$ cat config.mk
export PLATFORM = sky130hd
export DESIGN_NAME = stream_rr_arbiter
export DESIGN_NICKNAME = d
export VERILOG_FILES = /design/src/rtl/stream_pkg.sv /design/src/rtl/stream_rr_arbiter.sv
export SDC_FILE = /design/constraint.sdc
export NUM_CORES = 1
export LEC_CHECK = 0
export BUFFER_PORTS_ARGS = -buffer_cell sky130_fd_sc_hd__buf_2
export CORE_MARGIN = 3
export CORE_UTILIZATION = 48
export DETAILED_ROUTE_END_ITERATION = 12
export GPL_ROUTABILITY_DRIVEN = 0
export PLACE_DENSITY = 0.89
export SYNTH_ARGS = -nofsm -noshare
export SYNTH_HDL_FRONTEND = slang
export SYNTH_SLANG_ARGS = --single-unit
$ cat constraint.sdc
create_clock -name clock -period 4.45 [get_ports clock]
set_input_delay 0.6675 -clock clock [delete_from_list [all_inputs] [get_ports clock]]
set_output_delay 0.6675 -clock clock [all_outputs]
set_load 0.02 [all_outputs]
$ cat src/rtl/stream_pkg.sv
// stream_pkg: shared state encoding and source-tag constants for the stream stages
package stream_pkg;
  typedef enum logic [1:0] {ST_IDLE = 2'd0, ST_G0 = 2'd1, ST_G1 = 2'd2} state_t;
  localparam logic SRC0 = 1'b0;
  localparam logic SRC1 = 1'b1;
endpackage

$ cat src/rtl/stream_rr_arbiter.sv
// stream_rr_arbiter: round-robin merge of two FWFT input FIFOs into one output FIFO with a source tag
//   clock, reset          : rising-edge clock, synchronous active-high reset
//   fifo_in{0,1}_*        : FWFT input FIFOs (rd_en combinational, dout, empty)
//   fifo_out_*            : registered write strobe, data and source tag; full must be prog-full
//   grant                 : registered one-hot grant (01=in0, 10=in1, 00=idle)
module stream_rr_arbiter
  import stream_pkg::*;
#(
  parameter int DWIDTH    = 32,
  parameter int BURST_LEN = 16,
  parameter int CNT_WIDTH = 5
) (
  input  logic              clock,
  input  logic              reset,
  output logic              fifo_in0_rd_en,
  input  logic [DWIDTH-1:0] fifo_in0_dout,
  input  logic              fifo_in0_empty,
  output logic              fifo_in1_rd_en,
  input  logic [DWIDTH-1:0] fifo_in1_dout,
  input  logic              fifo_in1_empty,
  output logic              fifo_out_wr_en,
  output logic [DWIDTH-1:0] fifo_out_din,
  output logic              fifo_out_src,
  input  logic              fifo_out_full,
  output logic [1:0]        grant
);
  state_t state, state_nx;
  logic [CNT_WIDTH-1:0] burst_cnt;
  logic last;
  logic g0, g1, xfer, cur_empty, oth_empty, rel;
  assign g0 = state == ST_G0;
  assign g1 = state == ST_G1;
  assign cur_empty = g0 ? fifo_in0_empty : fifo_in1_empty;
  assign oth_empty = g0 ? fifo_in1_empty : fifo_in0_empty;
  assign fifo_in0_rd_en = g0 && !fifo_in0_empty && !fifo_out_full;
  assign fifo_in1_rd_en = g1 && !fifo_in1_empty && !fifo_out_full;
  assign xfer = fifo_in0_rd_en || fifo_in1_rd_en;
  // An empty granted input releases at once; a full stall never releases.
  assign rel = (g0 || g1) && (cur_empty || (xfer && burst_cnt == CNT_WIDTH'(BURST_LEN - 1)));
  // The state encoding doubles as the one-hot grant.
  assign grant = state;
  always_comb begin
    state_nx = state;
    if (state == ST_IDLE)
      state_nx = (!fifo_in0_empty && !fifo_in1_empty) ? (last ? ST_G0 : ST_G1) :
                 !fifo_in0_empty ? ST_G0 : !fifo_in1_empty ? ST_G1 : ST_IDLE;
    else if (rel)
      state_nx = !oth_empty ? (g0 ? ST_G1 : ST_G0) : !cur_empty ? state : ST_IDLE;
  end
  always_ff @(posedge clock) begin
    if (reset) begin
      state          <= ST_IDLE;
      burst_cnt      <= '0;
      last           <= 1'b1;
      fifo_out_wr_en <= 1'b0;
      fifo_out_din   <= '0;
      fifo_out_src   <= SRC0;
    end else begin
      state          <= state_nx;
      burst_cnt      <= (rel || state == ST_IDLE) ? '0 : burst_cnt + CNT_WIDTH'(xfer);
      fifo_out_wr_en <= xfer;
      if (rel) last <= g1;
      if (xfer) begin
        fifo_out_din <= g0 ? fifo_in0_dout : fifo_in1_dout;
        fifo_out_src <= g0 ? SRC0 : SRC1;
      end
    end
  end
endmodule

==> impl_metrics.tcl <==
set metrics [dict create \
    outcome "complete, no violations" \
    ys_async_sr_fraction_pct 0 \
    avgSynthCellArea_sq_um 9.865 \
    ys.flop_type "dfxtp_1" \
    diodes 0 \
    grt_max_degree 46 \
    cts_tree "done" \
    drc 0 \
    grt_pass1_wl_microns 7238 \
    yosysSeqAreaShare_pct 40.98 \
    worstPathCellList "inv_1, ha_2, buf_4, mux2_4, a21oi_2, o41ai_4, mux2_4" \
    power.leakage_uw 0.001176 \
    holdBufCountCts 0 \
    fin_nets 380 \
    syn2layout_area_growth_pct 28.78 \
    path_clk_slew_ps 80 \
    crit_path_end_kind "flip-flop" \
    die_h_microns 71.38 \
    critPathTopFamily "multiplexers" \
    p_sw_uw 415.9 \
    antenna_left 0 \
    ys_ff_latch 42 \
    synth_edf_count 0 \
    worst_slew_pin_slew_ps 802.4 \
    drt_wl_total_microns 4463 \
    vias 1817 \
    crit_arrival_ps 2440 \
    coreArea_sq_um 4058 \
    hold_path.class "reg2reg" \
    initial_core_util_pct 50.57 \
    slew_headroom_pct 46.51 \
    hold-worst-slack_ps 497.1 \
    dr.pass1.iters 4 \
    cts.htree.levels 2 \
    ir_drop_mv 0.2536 \
    layout_commonest_cell "buf_2" \
    swShare_pct 35.83 \
    finalHoldViolCount 0 \
    viasPerCell 5.090 \
    cts_buffer_depth 2 \
    clkPwrFrac_pct 21.4 \
    worst_clock_skew_ps 5.955 \
    antenna_found_initial 0 \
    p_seq_share_pct 39.0 \
    powerDensity_nw_per_um2 439.2 \
    fmax_mhz 442.0 \
    cap_violations 0 \
    grt_setup_unrepaired "false" \
    p_comb_share_pct 39.6 \
    netlist_instances 208 \
    cts_resized 0 \
    worst-setup-path-type "reg2reg" \
    wl_per_cell_microns 12.50 \
    post_cts_buffers 0 \
    die_area_sq_um 5095 \
    setup_viol 0 \
    p_int_uw 744.6 \
    layout_common_cells "buf_2 (106), dfxtp_1 (42), nor2_1 (40)" \
    critPathSlowestCell "buf_4" \
    finalCritPeriodShare_pct 50.85 \
    cp_num_buf_inv 2 \
    timing.critical_path.mode_cell "mux2_4" \
    ys_types 32 \
    grt_pass1_vias 1778 \
    cts_buffers 5 \
    crit_fanout 37 \
    synth_area_sq_um 2052 \
    track_usage_pct 17.40 \
    final_layout_size_suffix_gt1_share_pct 41.04 \
    insertion_delay_ps 290 \
    dp_hpwl_microns 3310 \
    crit_required_ps 4630 \
    io_pins 107 \
    cp-start-kind "flip-flop" \
    critical-path-max-stage-delay_ps 490 \
    rows 23 \
    syn-num-nets 282 \
    cts.sinks 42 \
    gr-total-overflow 0 \
    yosysWarningCount 0 \
    cts-root-buf "clkbuf_8" \
    setup-tns-final_ps 0 \
    period_needed_ps 2263 \
    portBuffers 106 \
    slew_violations 0 \
    drt_iter0_drc 106 \
    die_w_microns 71.38 \
]
through the flow:
stage	util, %	instance area [sq um]	instances	setup slack [ps]	power, uW
final	65.12	2643	357	2187	1161
after global routing	65.12	2643	357	1997	1230
after CTS	65.12	2643	357	2168	1175
after detailed placement	62.87	2551	349	1961	922.7
after global placement	62.87	2551	349	2035	914.1
after floorplan	-	2052	208	2256	821.9
flip-flops by register name, summed over array words and instances (netlist names):
name and flops:
grant 2, fifo_out_src 1, fifo_out_wr_en 1, burst_cnt 5, last 1, fifo_out_din 32
routing by layer:
layer / track usage, % / wire length [microns] / vias to the layer above
li1: - / - / 944
met1: 19.18 / 1849 / 803
met2: 31.63 / 2210 / 66
met3: 4.067 / 341 / 4
met4: 7.516 / 61 / 0
met5: 0 / 0 / -
final cells by class:
class	count	area, sq um
clock buffers	7	86.33
clock inverters	1	5.005
inverters	4	15.01
repair buffers	108	545.5
flip-flops and latches	42	840.8
multi-input cells	145	1087
well taps	50	62.56
fillers	332	1415
synthesized netlist by cell type, types with 3 or more instances:
| cell | instances | area share, % |
|---|---|---|
| nand2_1 | 5 | 0.91 |
| nor4_1 | 3 | 0.91 |
| buf_4 | 3 | 1.1 |
| o21ai_0 | 3 | 0.73 |
| nor2_1 | 40 | 7.3 |
| inv_1 | 3 | 0.55 |
| a211oi_1 | 32 | 12 |
| ha_1 | 5 | 3.0 |
| clkbuf_1 | 4 | 0.73 |
| dfxtp_1 | 42 | 41 |
| buf_2 | 7 | 1.7 |
| mux2i_1 | 34 | 17 |
power by group through the flow:
stage          clock (uW)  sequential, uW  combinational, uW
2_1_floorplan           0             518                304
3_3_place_gp            0             461                453
4_1_cts               258             453                464
3_5_place_dp            0             461                462
6_report              248             453                460
5_1_grt               266             461                504
worst paths after layout:
| check | end | from | slack, ps | cells past startpoint |
|---|---|---|---|---|
| worst max-delay path | grant[1] | grant[1] | 2190 | 7 |
| worst min-delay path | fifo_out_din[1] | fifo_out_din[1] | 500 | 2 |
| worst max register to register | grant[1] | grant[1] | 2190 | 7 |
| worst min register to register | fifo_out_din[1] | fifo_out_din[1] | 500 | 2 |
tightest hold or removal path, delay by kind of cell (launching register included):
family	cells	cell delay, ps
simple gates	1	90
compound gates	1	50
flops	1	310
cells by family (layout without fill, tap and decap cells):
group,after synthesis,count (layout),synth area share (%)
buffers and inverters,21,120,6.158
muxes,36,36,18.05
adders and majority gates,5,5,3.049
DFF,42,42,40.98
and+or+nand+nor,60,60,13.84
xor gates and xnor gates,3,3,1.281
AOI/OAI and AO/OA,41,41,16.65
(Power assumes the default switching activity.)
